--- src/rtl/mant_mult_seq_if.sv ---
// Operand/result handshake bundle for the sequential mantissa multiplier.
// Valid/ready: a transfer happens on a rising edge where valid && ready; a producer holds its
// payload stable while valid is high and ready is low, and valid may not wait on ready.
interface mant_mult_seq_if #(
  parameter int WIDTH = 24
);
  logic               in_valid;
  logic               in_ready;
  logic [WIDTH-1:0]   in_a;
  logic [WIDTH-1:0]   in_b;
  logic               out_valid;
  logic               out_ready;
  logic [2*WIDTH-1:0] out_prod;

  modport master (
    output in_valid, in_a, in_b, out_ready,
    input  in_ready, out_valid, out_prod
  );

  modport slave (
    input  in_valid, in_a, in_b, out_ready,
    output in_ready, out_valid, out_prod
  );
endinterface

--- src/rtl/mant_mult_seq.sv ---
// Iterative unsigned shift-add mantissa multiplier retiring BITS_PER_CYCLE multiplier bits per clock.
// Legal BITS_PER_CYCLE values are 1, 2 and 4, and WIDTH must be a multiple of BITS_PER_CYCLE.
module mant_mult_seq #(
  parameter int WIDTH          = 24,
  parameter int BITS_PER_CYCLE = 1
) (
  input  logic                 clk,
  input  logic                 rst_n,
  mant_mult_seq_if.slave       bus,
  output logic                 busy,
  output logic [1:0]           dbg_state
);

  localparam int N  = WIDTH / BITS_PER_CYCLE;
  localparam int CW = $clog2(N + 1);
  localparam logic [CW-1:0] LAST = CW'(N);

  localparam logic [1:0] S_IDLE = 2'd0;
  localparam logic [1:0] S_CALC = 2'd1;
  localparam logic [1:0] S_DONE = 2'd2;

  logic [1:0]         state;
  logic [2*WIDTH-1:0] mcand_sh;
  logic [WIDTH-1:0]   mplier;
  logic [2*WIDTH-1:0] acc;
  logic [CW-1:0]      count;
  logic [2*WIDTH-1:0] prod_q;
  logic               out_valid_q;

  logic [2*WIDTH-1:0] digit_ext;
  logic [2*WIDTH-1:0] partial;

  // mcand_sh is pre-shifted each step, so the partial product already carries
  // the count*BITS_PER_CYCLE weight and needs no variable shifter.
  always_comb begin
    digit_ext = '0;
    digit_ext[BITS_PER_CYCLE-1:0] = mplier[BITS_PER_CYCLE-1:0];
    partial = mcand_sh * digit_ext;
  end

  always_ff @(posedge clk) begin
    if (!rst_n) begin
      state       <= S_IDLE;
      mcand_sh    <= '0;
      mplier      <= '0;
      acc         <= '0;
      count       <= '0;
      prod_q      <= '0;
      out_valid_q <= 1'b0;
    end else begin
      case (state)
        S_IDLE: begin
          if (bus.in_valid) begin
            mcand_sh <= {{WIDTH{1'b0}}, bus.in_a};
            mplier   <= bus.in_b;
            acc      <= '0;
            count    <= '0;
            if (bus.in_a == '0 || bus.in_b == '0) begin
              state       <= S_DONE;
              prod_q      <= '0;
              out_valid_q <= 1'b1;
            end else begin
              state <= S_CALC;
            end
          end
        end
        S_CALC: begin
          // After N steps the accumulator is complete; publish it on the following edge.
          if (count == LAST) begin
            state       <= S_DONE;
            prod_q      <= acc;
            out_valid_q <= 1'b1;
          end else begin
            acc      <= acc + partial;
            mplier   <= mplier >> BITS_PER_CYCLE;
            mcand_sh <= mcand_sh << BITS_PER_CYCLE;
            count    <= count + CW'(1);
          end
        end
        S_DONE: begin
          if (bus.out_ready) begin
            state       <= S_IDLE;
            out_valid_q <= 1'b0;
          end
        end
        default: begin
          state       <= S_IDLE;
          out_valid_q <= 1'b0;
        end
      endcase
    end
  end

  assign bus.in_ready  = (state == S_IDLE);
  assign bus.out_valid = out_valid_q;
  assign bus.out_prod  = prod_q;
  assign busy          = (state == S_CALC) || (state == S_DONE);
  assign dbg_state     = state;

endmodule
--- src/flat_wrapper.sv ---
// flat-port wrapper written by rule: the top's interface ports become plain ports
module mant_mult_seq_flat 
#(
  parameter int WIDTH          = 24,
  parameter int BITS_PER_CYCLE = 1
)
  (clk, rst_n, busy, dbg_state, bus_in_valid, bus_in_a, bus_in_b, bus_out_ready, bus_in_ready, bus_out_valid, bus_out_prod);
  mant_mult_seq_if #(.WIDTH(WIDTH)) bus_i ();
  input  logic clk;
  input  logic rst_n;
  output logic busy;
  output logic [1:0] dbg_state;
  input wire logic [$bits(bus_i.in_valid)-1:0] bus_in_valid;
  input wire logic [$bits(bus_i.in_a)-1:0] bus_in_a;
  input wire logic [$bits(bus_i.in_b)-1:0] bus_in_b;
  input wire logic [$bits(bus_i.out_ready)-1:0] bus_out_ready;
  output wire logic [$bits(bus_i.in_ready)-1:0] bus_in_ready;
  output wire logic [$bits(bus_i.out_valid)-1:0] bus_out_valid;
  output wire logic [$bits(bus_i.out_prod)-1:0] bus_out_prod;
  assign bus_i.in_valid = bus_in_valid;
  assign bus_i.in_a = bus_in_a;
  assign bus_i.in_b = bus_in_b;
  assign bus_i.out_ready = bus_out_ready;
  assign bus_in_ready = bus_i.in_ready;
  assign bus_out_valid = bus_i.out_valid;
  assign bus_out_prod = bus_i.out_prod;
  mant_mult_seq #(.WIDTH(WIDTH), .BITS_PER_CYCLE(BITS_PER_CYCLE)) u_core (.clk(clk), .rst_n(rst_n), .bus(bus_i), .busy(busy), .dbg_state(dbg_state));
endmodule
--- config.mk ---
export PLATFORM = sky130hd
export DESIGN_NAME = mant_mult_seq_flat
export DESIGN_NICKNAME = d
export VERILOG_FILES = /design/src/rtl/mant_mult_seq_if.sv /design/src/rtl/mant_mult_seq.sv /design/src/flat_wrapper.sv
export SDC_FILE = /design/constraint.sdc
export NUM_CORES = 1
export LEC_CHECK = 0
export CAP_MARGIN = 25
export CELL_PAD_IN_SITES_DETAIL_PLACEMENT = 0
export CELL_PAD_IN_SITES_GLOBAL_PLACEMENT = 1
export CORE_MARGIN = 2
export CORE_UTILIZATION = 34
export CTS_CLUSTER_SIZE = 8
export DETAILED_ROUTE_END_ITERATION = 8
export PLACE_DENSITY = 0.69
export SLEW_MARGIN = 20
export SYNTH_ARGS = -nofsm -noshare
export SYNTH_HDL_FRONTEND = slang
export SYNTH_SLANG_ARGS = --single-unit
--- constraint.sdc ---
create_clock -name clk -period 7.25 [get_ports clk]
set_clock_uncertainty 0.2 [all_clocks]
set_input_delay 0.725 -clock clk [delete_from_list [all_inputs] [get_ports clk]]
set_output_delay 0.725 -clock clk [all_outputs]
set_load 0.05 [all_outputs]
==> summary.md <==
| Metric | Value |
|---|---|
| Worst setup path class | `reg -> reg` |
| Setup TNS | `0 ns` |
| FMAX | `249 MHz` |
| Total grt overflow | `0` |
| CTS H-Tree Depth | `4` |
| HPWL Detailed | `18.9 mm` |
| Placed instance count | `between 1500 and 2000` |
| Post-route worst setup slack | `between 3 and 4 ns` |
| Io pins | `between 100 and 150` |
| Die Span Y | `173 µm` |
| Slew at the pin with the worst max-slew slack | `~0.86 ns` |
| Pre-CTS setup slack | `about 3.3 ns` |
| Fin nets | `1321` |
| Width of the die | `between 150 and 200 µm` |
| Initial antenna violation count | `0` |
| Sink Count | `~180` |
| Status | `finished, final reports clean` |
| CP Max Fanout | `48` |
| Period minus WS final | `around 4 ns` |
| Period utilisation layout | `55.4%` |
| Iteration-0 DRC Markers | `between 400 and 500` |
| CTS tree | `built` |
| Die footprint | `roughly 30000 µm²` |
| Row cnt | `around 60` |
| Routed via count | `between 8000 and 9000` |
| Most frequent CP cell | `a21oi_1` |
| RD Place Congestion | `0.792` |
| Syn-to-layout area delta | `20.0%` |
| Setup crit start | `u_core.mplier[0]$_SDFFE_PN0P_` |
| RSZ-0062 raised after global routing | `no` |
| Area of the multi-input gates | `5830 µm²` |
| Resize count post-CTS | `0` |
| Core outline area | `27900 µm²` |
| Drt pass-1 iters | `5` |
| WP data required | `~7.4 ns` |
| Cell with the most instances after synthesis | `dfxtp_1` |
| P per Cell Area | `slightly below 300 nW/µm²` |
| Post-synth EDFFs | `0` |
| Crit start category | `register` |
| Vias in the first global route | `approximately 8500` |
| Predominant post-synthesis flop cell | `dfxtp_1` |
| Post-route insts no fill | `~1600` |
| Slew HR | `between 40% and 50%` |
| Post-synth top area share | `approximately 36%` |
| GRT Util Overall | `18.1%` |
| Final Hold Viols | `0` |
| CP arrival | `4.14 ns` |
| Post-Syn Nets | `between 1000 and 1500` |
| First-pass GRT wire length | `44.7 mm` |
| Slowest-stage cell, CP | `or4_1` |
| Max-cap violation count | `0` |
| Final Setup Violations | `0` |
| Area leader, netlist | `dfxtp_1` |
| VDD IR max | `294 µV` |
| Register Area | `approximately 3500 µm²` |
| CP max stage delay | `0.48 ns` |
| Clk buf depth | `2` |
| Cts hold-fix bufs | `0` |
| Hold Path Class | `reg -> reg` |
| Register area share after synthesis | `between 30 and 40%` |
| Crit. End Element | `register` |
| Max Slew Vio Count | `0` |
| Setup bufs post-CTS | `0` |
| Via/cell ratio | `around 5.4` |
| Yosys warns | `0` |
| WL final | `around 27 mm` |
| Starting Density | `between 30% and 40%` |
| Reg-to-Reg Start | `u_core.mplier[0]$_SDFFE_PN0P_` |
| Hold_sp | `u_core.mcand_sh[47]$_SDFFE_PN0P_` |
| Area contributors post-synth | `dfxtp_1 (36%), ha_1 (6.7%), nor2_1 (6.1%)` |
| Cts bufs inserted | `17` |
| Fillers | `2841` |
| Async set-reset flop share out of synthesis | `0%` |
| CP Cell Sequence | `buf_4 -> and2_1 -> ha_1 -> fa_1 -> a21oi_1 -> nand4b_1 -> a21boi_1 -> a221oi_2 -> nor4b_1 -> o21ai_1 -> a21oi_1 -> or4_1 -> a32o_1` |
| Clock-pin slew on the worst setup and hold paths | `roughly 0.07 ns` |
| Yosys reg bits | `around 180` |
| Clk root buf | `clkbuf_16` |
| Antenna Cells | `0` |
| Leakage | `4.59 nW` |
| WL/cell | `approximately 17 µm` |
| DR DRC count | `0` |
| Post-Syn Area | `~9700 µm²` |
| Synthesized netlist cell count | `approximately 1200` |
| Share of cells above drive strength 1 | `under 10%` |
| Mean Syn Cell Area | `between 8 and 9 µm²` |
| Clock Latency Late Sink | `about 0.44 ns` |
| Yosys cell types | `slightly above 60` |
| Post-synth top cells | `dfxtp_1 (176), nor2_1 (157), nand2_1 (88)` |
| DRT antenna net count | `0` |
| Largest net degree at the start of global routing | `between 80 and 90` |
| PortBufs | `around 100` |
==> final cells by class <==
class / instances / share of cell area (%)
inverter: 15 / 0.506
multi-input combinational: 893 / 50.1
timing repair buffer: 113 / 9.70
clock buffer: 18 / 3.78
tap: 378 / 4.07
sequential: 176 / 30.3
clock inverter: 12 / 1.58
==> critical path, delay by kind of cell, from the launching register on <==
family	cells	cell delay, ns
compound gates	6	1.41
fa+ha+maj	2	0.64
buf+inv	1	0.26
flops	1	0.31
simple gates	4	1.09
==> metrics by stage <==
step                total power, mW  hold slack, ns  instance area (µm²)  utilization (%)
floorplan                      2.08           0.232                 9690                -
global placement               2.39           0.244                11000             39.3
detailed placement             2.40           0.253                11000             39.3
CTS                            3.41           0.263                11600             41.5
global route                   3.60           0.277                11600             41.6
finish                         3.38           0.262                11600             41.6
==> power breakdown <==
part | switching [mW] | leakage (nW) | total (mW) | internal [mW]
combinational | 0.780 | 2.87 | 1.17 | 0.387
sequential | 0.104 | 1.43 | 1.22 | 1.11
clock | 0.415 | 0.287 | 1.00 | 0.585
total | 1.30 | 4.59 | 3.38 | 2.08
==> layer usage <==
metal / wire length [µm] / up-vias / track usage, %
met1: 12800 / 4068 / 23.5
met2: 12900 / 177 / 31.0
li1: - / 4349 / -
met4: 205 / 0 / 4.38
met3: 1180 / 14 / 3.39
met5: 0 / - / 0
==> kinds of logic (layout without fill, tap and decap cells) <==
group	count (synthesis)	after routing	share of synthesized area, %
DFF	176	176	36.4
and+or+nand+nor	402	402	19.4
AOI/OAI and AO/OA	354	354	25.2
xor gates and xnor gates	36	36	3.25
buffers and inverters	98	158	3.87
adders and majority gates	53	53	6.92
muxes	48	48	4.96
==> worst paths after layout <==
| check | end | slack, ns | depth (start not counted) |
|---|---|---|---|
| max | u_core.acc[44]$_SDFFE_PN0P_ | 3.23 | 13 |
| min | u_core.mcand_sh[47]$_SDFFE_PN0P_ | 0.26 | 2 |
| max reg2reg | u_core.acc[44]$_SDFFE_PN0P_ | 3.23 | 13 |
| min reg2reg | u_core.mcand_sh[47]$_SDFFE_PN0P_ | 0.26 | 2 |
==> cells in the final DEF (no fill, tap or decap), drive strengths merged, types with 22 or more instances in the layout <==
cell / count
a22oi: 71
a211oi: 49
nand2: 88
and2: 49
a21oi: 77
dfxtp: 176
ha: 52
o21ai: 46
xnor2: 22
nor2: 157
a21o: 42
mux2i: 48
nand3: 34
clkdlybuf4s50: 104
==> registers in the layout, summed over array words and instances (netlist names) <==
| signal | cells |
|---|---|
| u_core.mcand_sh | 48 |
| u_core.acc | 48 |
| u_core.count | 5 |
| u_core.dbg_state | 2 |
| u_core.bus.out_prod | 48 |
| u_core.mplier | 24 |
| u_core.bus.out_valid | 1 |
Power figures use the tool's default switching activity.
